`src/rtl/decode_queue_if.sv`:
```
// rtl/decode_queue_if.sv - fetch-side push and consumer-side pop handshake bundle for decode_queue
interface decode_queue_if #(
    parameter int INSTR_SIZE = 32,
    parameter int PC_SIZE    = 32,
    parameter int REG_IDX    = 5,
    parameter int DEPTH      = 4
);
    logic                         in_valid;
    logic                         in_ready;
    logic [INSTR_SIZE-1:0]        in_instr;
    logic [PC_SIZE-1:0]           in_pc;
    logic                         out_valid;
    logic                         out_ready;
    logic [PC_SIZE-1:0]           out_pc;
    logic [REG_IDX-1:0]           out_rs1;
    logic [REG_IDX-1:0]           out_rs2;
    logic [REG_IDX-1:0]           out_rd;
    logic [31:0]                  out_imm;
    logic [5:0]                   out_type;
    logic                         out_illegal;
    logic [PC_SIZE-1:0]           out_target;
    logic [$clog2(DEPTH+1)-1:0]   count;

    modport slave (
        input  in_valid, in_instr, in_pc, out_ready,
        output in_ready, out_valid, out_pc, out_rs1, out_rs2, out_rd,
               out_imm, out_type, out_illegal, out_target, count
    );

    modport master (
        output in_valid, in_instr, in_pc, out_ready,
        input  in_ready, out_valid, out_pc, out_rs1, out_rs2, out_rd,
               out_imm, out_type, out_illegal, out_target, count
    );
endinterface

```
`src/rtl/decode_queue.sv`:
```
// rtl/decode_queue.sv - RV32IM decode-on-entry FIFO between fetch and rename/issue
module decode_queue #(
    parameter int INSTR_SIZE = 32,
    parameter int PC_SIZE    = 32,
    parameter int REG_IDX    = 5,
    parameter int DEPTH      = 4
) (
    input  logic           clk,
    input  logic           rst_n,
    input  logic           flush,
    decode_queue_if.slave  q
);
    localparam int CW = $clog2(DEPTH + 1);
    localparam int PW = $clog2(DEPTH);
    localparam logic [CW-1:0] FULL = CW'(DEPTH);

    localparam logic [5:0] T_R = 6'b000001;
    localparam logic [5:0] T_I = 6'b000010;
    localparam logic [5:0] T_S = 6'b000100;
    localparam logic [5:0] T_B = 6'b001000;
    localparam logic [5:0] T_U = 6'b010000;
    localparam logic [5:0] T_J = 6'b100000;

    typedef struct packed {
        logic               ill;
        logic [5:0]         typ;
        logic [PC_SIZE-1:0] tgt;
        logic [31:0]        imm;
        logic [REG_IDX-1:0] rd;
        logic [REG_IDX-1:0] rs2;
        logic [REG_IDX-1:0] rs1;
        logic [PC_SIZE-1:0] pc;
    } entry_t;

    entry_t          mem_q [DEPTH];
    entry_t          mem_d [DEPTH];
    logic [PW-1:0]   wr_ptr_q, wr_ptr_d;
    logic [PW-1:0]   rd_ptr_q, rd_ptr_d;
    logic [CW-1:0]   count_q, count_d;
    entry_t          dec;
    entry_t          head;
    logic            push, pop;
    logic [31:0]     ins;
    logic            unused_funct3;

    assign ins           = q.in_instr[31:0];
    assign unused_funct3 = ^ins[14:12];

    always_comb begin
        dec     = '0;
        dec.pc  = q.in_pc;
        case (ins[6:0])
            7'b0110011: begin
                if (ins[31:25] == 7'h00 || ins[31:25] == 7'h20 || ins[31:25] == 7'h01) begin
                    dec.typ = T_R;
                    dec.rd  = REG_IDX'(ins[11:7]);
                    dec.rs1 = REG_IDX'(ins[19:15]);
                    dec.rs2 = REG_IDX'(ins[24:20]);
                end else begin
                    dec.ill = 1'b1;
                end
            end
            7'b0010011, 7'b0000011, 7'b1100111: begin
                dec.typ = T_I;
                dec.rd  = REG_IDX'(ins[11:7]);
                dec.rs1 = REG_IDX'(ins[19:15]);
                dec.imm = {{20{ins[31]}}, ins[31:20]};
            end
            7'b0100011: begin
                dec.typ = T_S;
                dec.rs1 = REG_IDX'(ins[19:15]);
                dec.rs2 = REG_IDX'(ins[24:20]);
                dec.imm = {{20{ins[31]}}, ins[31:25], ins[11:7]};
            end
            7'b1100011: begin
                dec.typ = T_B;
                dec.rs1 = REG_IDX'(ins[19:15]);
                dec.rs2 = REG_IDX'(ins[24:20]);
                dec.imm = {{19{ins[31]}}, ins[31], ins[7], ins[30:25], ins[11:8], 1'b0};
            end
            7'b1101111: begin
                dec.typ = T_J;
                dec.rd  = REG_IDX'(ins[11:7]);
                dec.imm = {{11{ins[31]}}, ins[31], ins[19:12], ins[20], ins[30:21], 1'b0};
            end
            7'b0010111, 7'b0110111: begin
                dec.typ = T_U;
                dec.rd  = REG_IDX'(ins[11:7]);
                dec.imm = {ins[31:12], 12'b0};
            end
            default: dec.ill = 1'b1;
        endcase
        // Only control-transfer types carry a PC-relative target.
        if (dec.typ == T_B || dec.typ == T_J) begin
            dec.tgt = q.in_pc + dec.imm[PC_SIZE-1:0];
        end
    end

    assign q.in_ready  = (count_q != FULL);
    assign q.out_valid = (count_q != '0);
    assign push        = q.in_valid & q.in_ready & ~flush;
    assign pop         = q.out_valid & q.out_ready & ~flush;

    always_comb begin
        mem_d    = mem_q;
        wr_ptr_d = wr_ptr_q;
        rd_ptr_d = rd_ptr_q;
        count_d  = count_q;
        if (flush) begin
            wr_ptr_d = '0;
            rd_ptr_d = '0;
            count_d  = '0;
        end else begin
            if (push) begin
                mem_d[wr_ptr_q] = dec;
                wr_ptr_d        = wr_ptr_q + PW'(1);
            end
            if (pop) begin
                rd_ptr_d = rd_ptr_q + PW'(1);
            end
            case ({push, pop})
                2'b10:   count_d = count_q + CW'(1);
                2'b01:   count_d = count_q - CW'(1);
                default: count_d = count_q;
            endcase
        end
    end

    always_ff @(posedge clk or negedge rst_n) begin
        if (!rst_n) begin
            wr_ptr_q <= '0;
            rd_ptr_q <= '0;
            count_q  <= '0;
            for (int i = 0; i < DEPTH; i++) begin
                mem_q[i] <= '0;
            end
        end else begin
            wr_ptr_q <= wr_ptr_d;
            rd_ptr_q <= rd_ptr_d;
            count_q  <= count_d;
            mem_q    <= mem_d;
        end
    end

    // Masked so the consumer never sees stale data while the queue is empty.
    assign head          = q.out_valid ? mem_q[rd_ptr_q] : '0;
    assign q.out_pc      = head.pc;
    assign q.out_rs1     = head.rs1;
    assign q.out_rs2     = head.rs2;
    assign q.out_rd      = head.rd;
    assign q.out_imm     = head.imm;
    assign q.out_type    = head.typ;
    assign q.out_illegal = head.ill;
    assign q.out_target  = head.tgt;
    assign q.count       = count_q;
endmodule
```
`src/flat_wrapper.sv`:
```
// flat-port wrapper written by rule: the top's interface ports become plain ports
module decode_queue_flat 
#(
    parameter int INSTR_SIZE = 32,
    parameter int PC_SIZE    = 32,
    parameter int REG_IDX    = 5,
    parameter int DEPTH      = 4
)
  (clk, rst_n, flush, q_in_valid, q_in_instr, q_in_pc, q_out_ready, q_in_ready, q_out_valid, q_out_pc, q_out_rs1, q_out_rs2, q_out_rd, q_out_imm, q_out_type, q_out_illegal, q_out_target, q_count);
  decode_queue_if #(.INSTR_SIZE(INSTR_SIZE), .PC_SIZE(PC_SIZE), .REG_IDX(REG_IDX), .DEPTH(DEPTH)) q_i ();
  input  logic clk;
  input  logic rst_n;
  input  logic flush;
  input wire logic [$bits(q_i.in_valid)-1:0] q_in_valid;
  input wire logic [$bits(q_i.in_instr)-1:0] q_in_instr;
  input wire logic [$bits(q_i.in_pc)-1:0] q_in_pc;
  input wire logic [$bits(q_i.out_ready)-1:0] q_out_ready;
  output wire logic [$bits(q_i.in_ready)-1:0] q_in_ready;
  output wire logic [$bits(q_i.out_valid)-1:0] q_out_valid;
  output wire logic [$bits(q_i.out_pc)-1:0] q_out_pc;
  output wire logic [$bits(q_i.out_rs1)-1:0] q_out_rs1;
  output wire logic [$bits(q_i.out_rs2)-1:0] q_out_rs2;
  output wire logic [$bits(q_i.out_rd)-1:0] q_out_rd;
  output wire logic [$bits(q_i.out_imm)-1:0] q_out_imm;
  output wire logic [$bits(q_i.out_type)-1:0] q_out_type;
  output wire logic [$bits(q_i.out_illegal)-1:0] q_out_illegal;
  output wire logic [$bits(q_i.out_target)-1:0] q_out_target;
  output wire logic [$bits(q_i.count)-1:0] q_count;
  assign q_i.in_valid = q_in_valid;
  assign q_i.in_instr = q_in_instr;
  assign q_i.in_pc = q_in_pc;
  assign q_i.out_ready = q_out_ready;
  assign q_in_ready = q_i.in_ready;
  assign q_out_valid = q_i.out_valid;
  assign q_out_pc = q_i.out_pc;
  assign q_out_rs1 = q_i.out_rs1;
  assign q_out_rs2 = q_i.out_rs2;
  assign q_out_rd = q_i.out_rd;
  assign q_out_imm = q_i.out_imm;
  assign q_out_type = q_i.out_type;
  assign q_out_illegal = q_i.out_illegal;
  assign q_out_target = q_i.out_target;
  assign q_count = q_i.count;
  decode_queue #(.INSTR_SIZE(INSTR_SIZE), .PC_SIZE(PC_SIZE), .REG_IDX(REG_IDX), .DEPTH(DEPTH)) u_core (.clk(clk), .rst_n(rst_n), .flush(flush), .q(q_i));
endmodule
```
`config.mk`:
```
export PLATFORM = sky130hd
export DESIGN_NAME = decode_queue_flat
export DESIGN_NICKNAME = d
export VERILOG_FILES = /design/src/rtl/decode_queue_if.sv /design/src/rtl/decode_queue.sv /design/src/flat_wrapper.sv
export SDC_FILE = /design/constraint.sdc
export NUM_CORES = 1
export LEC_CHECK = 0
export CORE_ASPECT_RATIO = 2
export CORE_UTILIZATION = 29
export DETAILED_ROUTE_END_ITERATION = 8
export SYNTH_ARGS = -nofsm -noshare
export SYNTH_HDL_FRONTEND = slang
export SYNTH_SLANG_ARGS = --single-unit
```
`constraint.sdc`:
```
create_clock -name clk -period 2.4 [get_ports clk]
set_clock_uncertainty 0.2 [all_clocks]
set_input_delay 0.6 -clock clk [delete_from_list [all_inputs] [get_ports clk]]
set_output_delay 0.6 -clock clk [all_outputs]
set_load 0.02 [all_outputs]
```
==> reports/qor_table.md <==
| Parameter | Reported |
| --- | --- |
| Placed Cells incl. Taps | 3956 |
| Vias in the first global route | 21066 |
| Post-synth top flop | sky130_fd_sc_hd__dfrtp_1 |
| Initial Util | 0.292 |
| Reg-to-reg setup timing slack | -0.10 ns |
| Number of DRC markers in iteration 0 | 1075 |
| Outcome | complete, but fails checks |
| Slowest cell on the critical path | sky130_fd_sc_hd__or3_4 |
| Synthesis-to-layout area growth | 43.9% |
| Number of hold violations in the final report | 0 |
| Estimated wirelength of the detail-placed design | 64400 um |
| Commonest cells in the netlist | sky130_fd_sc_hd__nand2_1 (801), sky130_fd_sc_hd__dfrtp_1 (479), sky130_fd_sc_hd__o21ai_0 (256) |
| Die boundary height | 409 um |
| Buffers on Ports | 191 |
| Number of storage elements in the synthesis netlist | 479 |
| Vias/cell | 4.92 |
| Type of the setup path with the least slack | input port to register |
| Startpoint class of the critical path | input port |
| Syn avg cell area | 9.95 um2 |
| CTS H-Tree Depth | 2 |
| Ports | 192 |
| Share of the core filled with cells | 0.421 |
| Area of the mapped netlist | 24000 um2 |
| Top-area cell type share of the netlist area | 0.499 |
| Die Wd | 206 um |
| Die footprint | 84100 um2 |
| Share of layout cells above drive strength 1 | 0.381 |
| Fraction of met2 tracks used by global routing | 0.363 |
| Worst path top cell family by delay | simple AND/OR/NAND/NOR gates |
| Sequential share of the synthesized area | 0.499 |
| Final critical-path required period | 3.41 ns |
| End of the worst register-to-register path | u_core.mem_q[103] |
| Dominant cell by count in the synthesized netlist | sky130_fd_sc_hd__nand2_1 |
| Worst path required time | 2.68 ns |
| Setup Slack @ Placement | -2.29 ns |
| Slowest stage delay, CP | 0.35 ns |
| IR Drop Worst-Case VDD | 0.800 mV |
| Final Cycle Share | 1.42 |
| M1 GR Usage | 0.236 |
| Startpoint of the tightest hold check path | u_core.mem_q[437] |
| Synth top area cells | sky130_fd_sc_hd__dfrtp_1 (50%), sky130_fd_sc_hd__nand2_1 (13%), sky130_fd_sc_hd__mux4_2 (11%), sky130_fd_sc_hd__o21ai_0 (5.3%), sky130_fd_sc_hd__and2_1 (3.2%) |
| Net count after synthesis | 2521 |
| Final critical-path setup slack | -1.01 ns |
| Number of buffers between clock root and the deepest sink | 3 |
| Total overflow reported by the global router | 0 |
| Total routing usage reported by global routing | 0.202 |
| Final wirelength | 86700 um |
| Number of nets with antenna violations after routing | 0 |
| Total setup violations reported at the end of the flow | 286 |
| Synth area leader | sky130_fd_sc_hd__dfrtp_1 |
| Worst-Margin Slew | 0.601 ns |
| Pleak | 16.2 nW |
| Clock Sinks | 479 |
| Maximum number of pins on one net before global-route repair | 69 |
| TritonCTS clock tree | built |
| Nature of the critical path endpoint | register |
| Warnings from Yosys | 0 |
| Data arrival time at the worst-slack endpoint | 3.68 ns |
| Power density over the cells | 796 nW/um2 |
| Count of cell types in the netlist | 80 |
| Most Used Layer, Global Route | met2 |
| Final Wtd Congestion | 0.935 |
| First-pass iteration count of the detailed router | 5 |
| Placeable core region | 82200 um2 |
| Beginning of the worst register-to-register path | u_core.q.count[0] |
| Clock buffer count from CTS | 44 |
| EDFF count, synth | 0 |
| Post-synthesis cell count | 2415 |
| Number of slew-limit violations in the final report | 0 |
| CTS Root Buffer Type | sky130_fd_sc_hd__clkbuf_16 |
| Total design power | 27.5 mW |
| Total DRC errors in the routed layout | 0 |
| Total via count in the routed design | 20263 |
| Worst Hold Path Cells | 2 |
| Max-Cap Viols | 0 |
| Unrepaired setup endpoints after global routing | yes |
| Crit path cell chain | buf_6, and3b_2, nand2_4, nor2_4, o21a_1, a21o_4, buf_8, a21oi_4, inv_2, ha_4, and3_4, and3b_1, or3_4, o21ai_4, mux2i_4, a21oi_1, a21o_1 |
| Number of nets in the layout | 3131 |
| Max Clock Freq | 294 MHz |
| Average wire per standard cell | 21.0 um |
| Worst R2R Path Depth | 10 |
| Met3 layer usage reported by global route | 0.0234 |
| Non-Filler Instances | 4120 |
| Slew headroom | 0.599 |
| Post-CTS clock slew at the launch and capture registers of the worst setup and hold paths | 0.07 ns |
| Endpoint, Worst Hold | u_core.mem_q[437] |
| Number of buffer and inverter instances along the worst setup path | 3 |
| WHS | 0.270 ns |
| Global-route wire length before repair | 128000 um |
| Worst Hold Class | register to register |
| Later-pin clock latency in the skew report | 0.59 ns |
| Antenna violations before repair | 5 |
| Largest driver fanout on the critical path | 5 |
| Total number of placement rows | 149 |
| Failing checks | negative setup slack |
| Proportion of register bits with asynchronous set or reset after synthesis | 1.00 |
## layer usage
layer  part of all wire  routed length, um  vias up
met5            0.00066                 57        -
li1                   -                  -     9452
met4              0.045               3860        8
met3              0.042               3640      177
met1               0.38              33000    10072
met2               0.53              46000      554
## final cells by class
cell class              instances  area, um2
multi-input cells            1731      12800
clock inverters                16        149
diodes                          2       5.00
well taps                    1057       1320
flip-flops and latches        479      12000
repair buffers                728       6830
clock buffers                  66       1340
fillers                      7779      47600
inverters                      41        164
## where the power goes
part	leakage [nW]	switching, mW	internal (mW)
clock	0.731	3.29	4.09
sequential	6.52	0.736	9.37
combinational	9.00	4.99	5.06
total	16.2	9.01	18.5
## metrics by stage
step                TNS [ns]  cell area, um2
floorplan            -121.59           24400
detailed placement   -406.08           30900
finish               -186.53           34600
global route         -210.24           34600
CTS                  -193.20           33300
global placement     -401.06           30900
## flip-flops by register name, summed over array words and instances, names as in the netlist
name             cells
u_core.mem_q       472
u_core.q.count       3
u_core.rd_ptr_q      2
u_core.wr_ptr_q      2
## worst reg2reg max path: stages (launching register included)
cell	delay [ns]
sky130_fd_sc_hd__dfrtp_1	0.38
sky130_fd_sc_hd__buf_4	0.16
sky130_fd_sc_hd__or3b_4	0.39
sky130_fd_sc_hd__nand2_1	0.14
sky130_fd_sc_hd__nor2_2	0.07
sky130_fd_sc_hd__buf_12	0.15
sky130_fd_sc_hd__nand2_4	0.20
sky130_fd_sc_hd__buf_12	0.24
sky130_fd_sc_hd__nor2_1	0.09
sky130_fd_sc_hd__buf_4	0.16
sky130_fd_sc_hd__a22o_1	0.20
## timing repair
item / in CTS / in global routing
endpoints found under the setup margin: 312 / 359
hold buffers: 1 / 0
cloned: 1 / 10
pin swaps: 89 / 70
resized for setup: 422 / 513
endpoints found under the hold margin: 34 / 0
setup buffers: 22 / 53
## how the worst max path moves through the flow
stage / start / end / cells past startpoint
after global routing: q_in_instr[5] / u_core.mem_q[337] / 17
after global placement: q_in_instr[2] / u_core.mem_q[464] / 17
after floorplan: q_in_instr[2] / u_core.mem_q[226] / 17
after CTS: q_in_instr[5] / u_core.mem_q[217] / 16
after detailed placement: q_in_instr[3] / u_core.mem_q[464] / 17
final: q_in_instr[5] / u_core.mem_q[337] / 17
## kinds of logic (layout without fill, tap and decap cells)
group                    Yosys count  count (layout)  share of synthesized area
AND/OR/NAND/NOR                 1055            1056                      0.187
adder cells (fa/ha/maj)           37              37                     0.0199
XOR/XNOR                          29              29                     0.0109
buffers and inverters            206             851                     0.0417
AO/OA/AOI/OAI                    475             475                      0.124
multiplexers                     134             134                      0.118
flip-flops                       479             479                      0.499
other                              0               2                          0
## placed cells by master, fill, tap and decap left out, types with 7 or more instances in the layout
cell,synthesis,final
sky130_fd_sc_hd__a21o_1,17,16
sky130_fd_sc_hd__a21oi_1,59,32
sky130_fd_sc_hd__a21oi_2,1,17
sky130_fd_sc_hd__a21oi_4,10,21
sky130_fd_sc_hd__a22o_1,24,24
sky130_fd_sc_hd__and2_1,124,66
sky130_fd_sc_hd__and2_4,1,56
sky130_fd_sc_hd__buf_12,0,56
sky130_fd_sc_hd__buf_2,69,37
sky130_fd_sc_hd__buf_4,4,417
sky130_fd_sc_hd__buf_6,7,91
sky130_fd_sc_hd__buf_8,0,13
sky130_fd_sc_hd__clkbuf_1,65,8
sky130_fd_sc_hd__clkbuf_16,0,54
sky130_fd_sc_hd__clkbuf_2,3,35
sky130_fd_sc_hd__clkbuf_8,6,13
sky130_fd_sc_hd__clkdlybuf4s50_1,0,65
sky130_fd_sc_hd__clkinv_2,0,8
sky130_fd_sc_hd__dfrtp_1,479,477
sky130_fd_sc_hd__ha_1,35,8
sky130_fd_sc_hd__ha_4,0,27
sky130_fd_sc_hd__inv_1,41,26
sky130_fd_sc_hd__inv_2,0,11
sky130_fd_sc_hd__mux4_2,118,118
sky130_fd_sc_hd__nand2_1,801,784
sky130_fd_sc_hd__nand2_4,0,12
sky130_fd_sc_hd__nand4_1,9,9
sky130_fd_sc_hd__nor2_1,41,33
sky130_fd_sc_hd__nor3_1,24,15
sky130_fd_sc_hd__nor3_2,1,8
sky130_fd_sc_hd__o21ai_0,256,230
sky130_fd_sc_hd__o21ai_1,8,17
sky130_fd_sc_hd__o21ai_2,0,11
sky130_fd_sc_hd__o31ai_1,32,17
sky130_fd_sc_hd__o31ai_2,0,13
sky130_fd_sc_hd__xnor2_1,12,7
sky130_fd_sc_hd__xor2_1,16,7
sky130_fd_sc_hd__xor2_4,0,7
Note: power is estimated with default switching activity, not from simulation.
